$ cat src/rtl/multicycle_pkg.sv
// Shared definitions for the multi-cycle sequencer and the single-cycle decoder.
//   state_e    : sequencer state encoding (3 bits, 7 states)
//   OP_*       : 2-bit opcode values
//   is_mem_op  : true for opcodes that make a data-memory access
package multicycle_pkg;

  typedef enum logic [2:0] {
    ST_IDLE   = 3'd0,
    ST_FETCH  = 3'd1,
    ST_DECODE = 3'd2,
    ST_EXEC   = 3'd3,
    ST_MEM    = 3'd4,
    ST_WB     = 3'd5,
    ST_ERR    = 3'd6
  } state_e;

  localparam logic [1:0] OP_RTYPE  = 2'b00;
  localparam logic [1:0] OP_LOAD   = 2'b01;
  localparam logic [1:0] OP_STORE  = 2'b10;
  localparam logic [1:0] OP_BRANCH = 2'b11;

  function automatic logic is_mem_op(input logic [1:0] op);
    return (op == OP_LOAD) || (op == OP_STORE);
  endfunction

endpackage

$ cat src/rtl/mem_wait_timer.sv
// Memory wait timer for the sequencer.
//   clk, rst_n : clock, async active-low reset
//   clr_i      : restart the count (entry into a memory wait state)
//   cnt_en_i   : count this cycle (memory not ready)
//   expired_o  : the current not-ready cycle is the MEM_TIMEOUT-th one in a row;
//                held low when MEM_TIMEOUT is 0
module mem_wait_timer #(
  parameter int unsigned MEM_TIMEOUT = 15
) (
  input  logic clk,
  input  logic rst_n,
  input  logic clr_i,
  input  logic cnt_en_i,
  output logic expired_o
);

  localparam int unsigned TW      = (MEM_TIMEOUT < 2) ? 1 : $clog2(MEM_TIMEOUT);
  localparam logic [TW-1:0] LAST  = TW'((MEM_TIMEOUT == 0) ? 0 : MEM_TIMEOUT - 1);
  localparam logic ENABLED        = (MEM_TIMEOUT != 0);

  // cnt_q holds the number of not-ready cycles already seen before the
  // current cycle, so LAST means "this is the final cycle still allowed".
  logic [TW-1:0] cnt_q;

  always_ff @(posedge clk or negedge rst_n) begin
    if (!rst_n) begin
      cnt_q <= '0;
    end else if (clr_i) begin
      cnt_q <= '0;
    end else if (cnt_en_i && (cnt_q != LAST)) begin
      cnt_q <= cnt_q + TW'(1);
    end
  end

  assign expired_o = ENABLED && (cnt_q == LAST);

endmodule

$ cat src/rtl/multicycle_control.sv
// Multi-cycle sequencer for the 2-bit-opcode datapath.
//   Inputs : clk, rst_n (async, active-low), en (run enable), op (opcode),
//            zero (ALU zero flag, qualified in the datapath), mem_ready
//   Outputs: PC/IR/regfile/ALU/memory enables, instr_done pulse,
//            retired (instruction counter, wraps), err (sticky memory timeout)
//
// state  | meaning
// IDLE   | stopped, waiting for en
// FETCH  | instruction read from PC, waits for mem_ready
// DECODE | opcode latched into op_q
// EXEC   | ALU op / address calc / branch resolve
// MEM    | data read or write at ALU address, waits for mem_ready
// WB     | register file write
// ERR    | memory timeout, held until reset
module multicycle_control
  import multicycle_pkg::*;
#(
  parameter int unsigned MEM_TIMEOUT = 15,
  parameter int unsigned CNT_W       = 16
) (
  input  logic             clk,
  input  logic             rst_n,
  input  logic             en,
  input  logic [1:0]       op,
  input  logic             zero,
  input  logic             mem_ready,
  output logic             pc_write,
  output logic             pc_write_cond,
  output logic             ir_write,
  output logic             iord,
  output logic             mem_read,
  output logic             mem_write,
  output logic             alu_src,
  output logic             alu_op,
  output logic             reg_dst,
  output logic             mem_to_reg,
  output logic             reg_write,
  output logic             instr_done,
  output logic [CNT_W-1:0] retired,
  output logic             err
);

  state_e           state_q, state_d;
  logic [1:0]       op_q;
  logic [CNT_W-1:0] retired_q;
  logic             end_instr;
  logic             expired;
  logic             wait_state;
  logic             timer_clr;

  // The branch condition is applied by the datapath's PC write logic.
  logic unused_zero;
  assign unused_zero = zero;

  assign wait_state = (state_q == ST_FETCH) || (state_q == ST_MEM);
  // Restart the wait count on every fresh entry; MEM -> FETCH (store followed
  // by the next instruction) is an entry too.
  assign timer_clr  = ((state_d == ST_FETCH) || (state_d == ST_MEM)) && (state_d != state_q);

  mem_wait_timer #(.MEM_TIMEOUT(MEM_TIMEOUT)) u_timer (
    .clk       (clk),
    .rst_n     (rst_n),
    .clr_i     (timer_clr),
    .cnt_en_i  (wait_state && !mem_ready),
    .expired_o (expired)
  );

  always_comb begin
    state_d   = state_q;
    end_instr = 1'b0;
    case (state_q)
      ST_IDLE:   if (en) state_d = ST_FETCH;
      ST_FETCH: begin
        if (mem_ready)    state_d = ST_DECODE;
        else if (expired) state_d = ST_ERR;
      end
      ST_DECODE: state_d = ST_EXEC;
      ST_EXEC: begin
        if (op_q == OP_RTYPE)     state_d = ST_WB;
        else if (is_mem_op(op_q)) state_d = ST_MEM;
        else                      end_instr = 1'b1;
      end
      ST_MEM: begin
        if (mem_ready) begin
          if (op_q == OP_LOAD) state_d = ST_WB;
          else                 end_instr = 1'b1;
        end else if (expired) begin
          state_d = ST_ERR;
        end
      end
      ST_WB:     end_instr = 1'b1;
      ST_ERR:    state_d = ST_ERR;
      default:   state_d = ST_IDLE;
    endcase
    if (end_instr) state_d = en ? ST_FETCH : ST_IDLE;
  end

  always_ff @(posedge clk or negedge rst_n) begin
    if (!rst_n) begin
      state_q   <= ST_IDLE;
      op_q      <= OP_RTYPE;
      retired_q <= '0;
    end else begin
      state_q <= state_d;
      if (state_q == ST_DECODE) op_q <= op;
      if (end_instr) retired_q <= retired_q + CNT_W'(1);
    end
  end

  always_comb begin
    pc_write      = 1'b0;
    pc_write_cond = 1'b0;
    ir_write      = 1'b0;
    iord          = 1'b0;
    mem_read      = 1'b0;
    mem_write     = 1'b0;
    alu_src       = 1'b0;
    alu_op        = 1'b0;
    reg_dst       = 1'b0;
    mem_to_reg    = 1'b0;
    reg_write     = 1'b0;
    case (state_q)
      ST_FETCH: begin
        mem_read = 1'b1;
        ir_write = mem_ready;
        pc_write = mem_ready;
      end
      ST_EXEC: begin
        alu_src       = is_mem_op(op_q);
        alu_op        = (op_q == OP_RTYPE);
        pc_write_cond = (op_q == OP_BRANCH);
      end
      ST_MEM: begin
        iord      = 1'b1;
        mem_read  = (op_q == OP_LOAD);
        mem_write = (op_q == OP_STORE);
      end
      ST_WB: begin
        reg_write  = 1'b1;
        reg_dst    = (op_q == OP_RTYPE);
        mem_to_reg = (op_q == OP_LOAD);
      end
      default: ;
    endcase
  end

  assign instr_done = end_instr;
  assign retired    = retired_q;
  assign err        = (state_q == ST_ERR);

endmodule

$ cat config.mk
export PLATFORM = sky130hd
export DESIGN_NAME = multicycle_control
export DESIGN_NICKNAME = d
export VERILOG_FILES = /design/src/rtl/multicycle_pkg.sv /design/src/rtl/mem_wait_timer.sv /design/src/rtl/multicycle_control.sv
export SDC_FILE = /design/constraint.sdc
export NUM_CORES = 1
export LEC_CHECK = 0
export CORE_MARGIN = 8
export CORE_UTILIZATION = 35
export CTS_BUF_LIST = sky130_fd_sc_hd__clkbuf_8
export DETAILED_ROUTE_END_ITERATION = 10
export DONT_BUFFER_PORTS = 1
export PLACE_DENSITY_LB_ADDON = 0.08
export SLEW_MARGIN = 20
export SYNTH_ARGS = -nofsm -noshare
export SYNTH_HDL_FRONTEND = slang
export SYNTH_SLANG_ARGS = --single-unit
export TNS_END_PERCENT = 100
$ cat constraint.sdc
create_clock -name clk -period 2.5 [get_ports clk]
set_input_delay 0.625 -clock clk [delete_from_list [all_inputs] [get_ports clk]]
set_output_delay 0.625 -clock clk [all_outputs]
set_load 0.03 [all_outputs]
==> impl_summary.md <==
Logic synthesis
For this run, asynchronously set or reset flops after synthesis account for 1.000. The basic-gate share of the synthesized area counting and, or, nand and nor cells is 0.2510. The post-synthesis compound-gate area fraction came to 0.1345. The biggest area contributor in the post-synthesis netlist is sky130_fd_sc_hd__dfrtp_1. The post-synthesis average cell area is just under 10 µm².

By count the netlist is led by 25 x sky130_fd_sc_hd__dfrtp_1, 13 x sky130_fd_sc_hd__nand2_1, 11 x sky130_fd_sc_hd__nor2_1. During synthesis, Yosys emitted a total of 0 warnings. By area, the combinational part of the netlist is dominated by simple AND/OR/NAND/NOR gates.

Of the total synthesized cell area, the portion taken by full adders, half adders and majority gates is 0.05473. The sequential fraction of the synthesis area is 0.3909. The synthesized netlist occupies a cell area of roughly 0.0016 mm². Of the post-synthesis cell area, the part taken by muxes is 0.01329. The synthesized instance count is between 150 and 200.

The most used flip-flop cell after synthesis is sky130_fd_sc_hd__dfrtp_1. The library cell with the highest instance count after synthesis is sky130_fd_sc_hd__dfrtp_1. The count of flip-flops with a built-in enable after synthesis is 0. The xor/xnor share of the synthesized area is 0.1095.

The post-synthesis cell type count is 46. Ranked by total cell area, the synthesized netlist is headed by sky130_fd_sc_hd__dfrtp_1 39%, sky130_fd_sc_hd__ha_1 5.5%, sky130_fd_sc_hd__xnor2_1 5.5%. After synthesis the netlist holds a flip-flop and latch count of 25. The share of synthesized area in the top cell type comes to 0.3909.

The net count of the mapped netlist is about 180.

Timing
Across the routed clock network, the largest skew measured is between 0.006 and 0.007 ns. The final-layout setup total negative slack is 0 ns. Setup repair after global routing left no endpoint under its margin. The final-report max-slew violation count came to 0. Setup violations remaining at the end of the flow were counted as 0. The worst path meets setup with roughly 0.16 ns of slack. The worst slew slack as a fraction of its limit is 0.6404. The slew of the pin with the lowest slew margin is between 0.5 and 0.6 ns. Derived from the worst setup path, the maximum achievable clock frequency is 427.3 MHz.

The hold violation count in the final report was 0. The ratio of final minimum period to clock period is 0.9362. The final period demand of the worst path is ~2.3 ns.

Die
In this run the vertical extent of the chip is between 80 and 90 µm. During I/O placement, the number of pins put on the boundary was 36. The number of placement rows is 24. The die covers 0.006992 mm². The effective utilization at floorplan is 0.3650. The die is ~84 µm wide. The floorplan step defined a core boundary enclosing between 0.004 and 0.005 mm².

Power and ir drop
IR analysis of the VDD net gives a maximum drop of approximately 380 µV. Power spread over the standard cell area amounts to 1084 mW/mm². The static leakage power is a little under 0.8 nW. After layout, the design draws a total of 1.819 mW.

Placed design
The minimum setup slack after placement is slightly above 0.4 ns. At the end of routability-driven placement, the weighted congestion stood at a little over 0.7. The detailed placer's ending HPWL is roughly 2.7 mm. Counting tap cells, the placed design contains a total of 210 instances. Port buffering added 0 buffers.

Clock tree
In this run the post-CTS setup repair buffer count came out at 0. For this design, the sink count on the clock tree is 25. The number of clock buffers inserted by TritonCTS is 3. The clock passes through at most 2 buffers.

CTS built an H-tree with a depth of 1. The clock-pin transition on the worst setup and hold timing paths is roughly 0.08 ns. The clock tree from TritonCTS is yes. The clock reaches the later pin of the worst-skew pair after 0.26 ns. Once the clock tree was built, the resizer swapped 0 gates to a different size. The clock tree root driver cell is sky130_fd_sc_hd__clkbuf_8. Hold repair after CTS inserted 0 buffers.

Global route
Summed over all layers, the global routing overflow is 0. The via count of the first global-routing pass came to about 1200. Across every metal layer, demand over resource in global routing totals 0.1003. The largest net degree at the start of global routing is 26. The number of antenna violations at the first check in global routing was 0. The wire length of the first global-routing pass is about 6.0 mm.

Final layout
The repair_antennas step left the layout with diodes totalling 0. The layout net count is 177. Compared with the post-synthesis result, the final layout area differs by 4.848%. The count of non-filler cells in the finished layout is 214. The fraction of final layout cells with drive strength greater than 1 is 0.1049.

Drt
Once detail routing completed, the nets flagged for antenna violations numbered 0. The first detailed-routing pass took 5 iterations. For this block, the initial DRC count from the detailed router was 28. The number of remaining DRC errors is 0. Detailed routing inserted a total of between 1000 and 1500 vias. The number of vias per cell after detailed routing is between 5 and 6. The final wirelength is between 3 and 4 mm.

The routed length per instance is ~17 µm.

Run
The number of violations of the max-capacitance limit is 0.

Min path
In this run the worst hold path is classified as in -> async.

Setup path
The library cell contributing the largest single delay on the critical path is sky130_fd_sc_hd__dfrtp_1. The count of buffer and inverter cells on the critical path is 0. Walking the worst path, the cells encountered are nor2b_4 -> o21a_1 -> or2_4.

The critical path in this run is classified as reg -> out. Grouping stages by cell kind, the critical path spends the most delay in flip-flops. The largest fanout on the critical path is 15.

STA classifies the critical path endpoint as an output port. STA puts the critical path data arrival time at ~1.7 ns. On the worst path, the slowest cell contributes a delay of 0.62 ns.

The kind of start point of the critical path is a register. The required arrival time at the worst endpoint is between 1.5 and 2 ns.

Status
The run finished with clean final reports.
## metrics by stage
stage	util	area (µm²)	hold WS, ns
finish	0.3827	1678	0.04569
global route	0.3827	1678	0.02437
CTS	0.3827	1678	0.03511
detailed placement	0.3724	1633	0.3302
global placement	0.3724	1633	0.3302
floorplan	-	1600	0.3294
## registers in the layout (all words and copies together) (netlist names)
name           count
state_q            3
u_timer.cnt_q      4
op_q               2
retired           16
## layout by cell type (no fill, tap or decap), types with 5 or more instances in the layout
master / netlist / routed
sky130_fd_sc_hd__a21oi_1: 6 / 6
sky130_fd_sc_hd__inv_1: 5 / 6
sky130_fd_sc_hd__and3_1: 7 / 7
sky130_fd_sc_hd__nand3_1: 5 / 5
sky130_fd_sc_hd__ha_1: 7 / 7
sky130_fd_sc_hd__nand2_1: 13 / 13
sky130_fd_sc_hd__xor2_1: 10 / 10
sky130_fd_sc_hd__dfrtp_1: 25 / 25
sky130_fd_sc_hd__and2_1: 5 / 5
sky130_fd_sc_hd__nand4_1: 6 / 6
sky130_fd_sc_hd__xnor2_1: 10 / 10
sky130_fd_sc_hd__nor2_1: 11 / 11
## where the power goes
part           internal [mW]  leakage (nW)  switching (mW)
Sequential             0.493         0.327           0.247
Clock                  0.110        0.0269           0.119
Combinational          0.337         0.418           0.514
Total                  0.939         0.772           0.880
## area by class of cell
cell class,instances,area [µm²]
clock buffers,3,41.29
clock inverters,1,3.754
fillers,454,2706
inverters,5,18.77
multi-input cells,125,900.9
flip-flops and latches,25,625.6
well taps,52,65.06
repair buffers,3,22.52
## layer usage
metal	vias up	GRT usage	part of all wire
li1	578	-	-
met1	574	0.1155	0.43
met5	-	0	0
met4	0	0.03768	0.015
met2	25	0.1684	0.49
met3	4	0.03125	0.070
## worst register-to-register path, cell delays in order (launching register included)
cell                       delay (ns)
sky130_fd_sc_hd__dfrtp_1         0.39
sky130_fd_sc_hd__inv_1           0.09
sky130_fd_sc_hd__ha_1            0.36
sky130_fd_sc_hd__or2_2           0.31
sky130_fd_sc_hd__a32oi_1         0.25
sky130_fd_sc_hd__a21boi_1        0.19
sky130_fd_sc_hd__mux2i_1         0.15
sky130_fd_sc_hd__a221oi_1        0.26
## cells by family (layout without fill, tap and decap cells)
| kind of cell | count (synthesis) | count (layout) |
|---|---|---|
| buffers and inverters | 12 | 12 |
| XOR/XNOR | 20 | 20 |
| AO/OA/AOI/OAI | 27 | 27 |
| adder cells (fa/ha/maj) | 7 | 7 |
| AND/OR/NAND/NOR | 69 | 69 |
| multiplexers | 2 | 2 |
| flip-flops | 25 | 25 |
## final timing paths
path	startpoint	to	slack [ns]	depth (start not counted)
max	state_q[2]	instr_done	0.16	3
min	rst_n	retired[5]	0.05	0
max reg2reg	op_q[0]	u_timer.cnt_q[1]	0.40	7
min reg2reg	u_timer.cnt_q[3]	u_timer.cnt_q[3]	0.63	2
max in group asynchronous	rst_n	state_q[0]	2.37	0
min in group clk	en	u_timer.cnt_q[3]	0.43	1
Note: power is estimated with default switching activity, not from simulation.
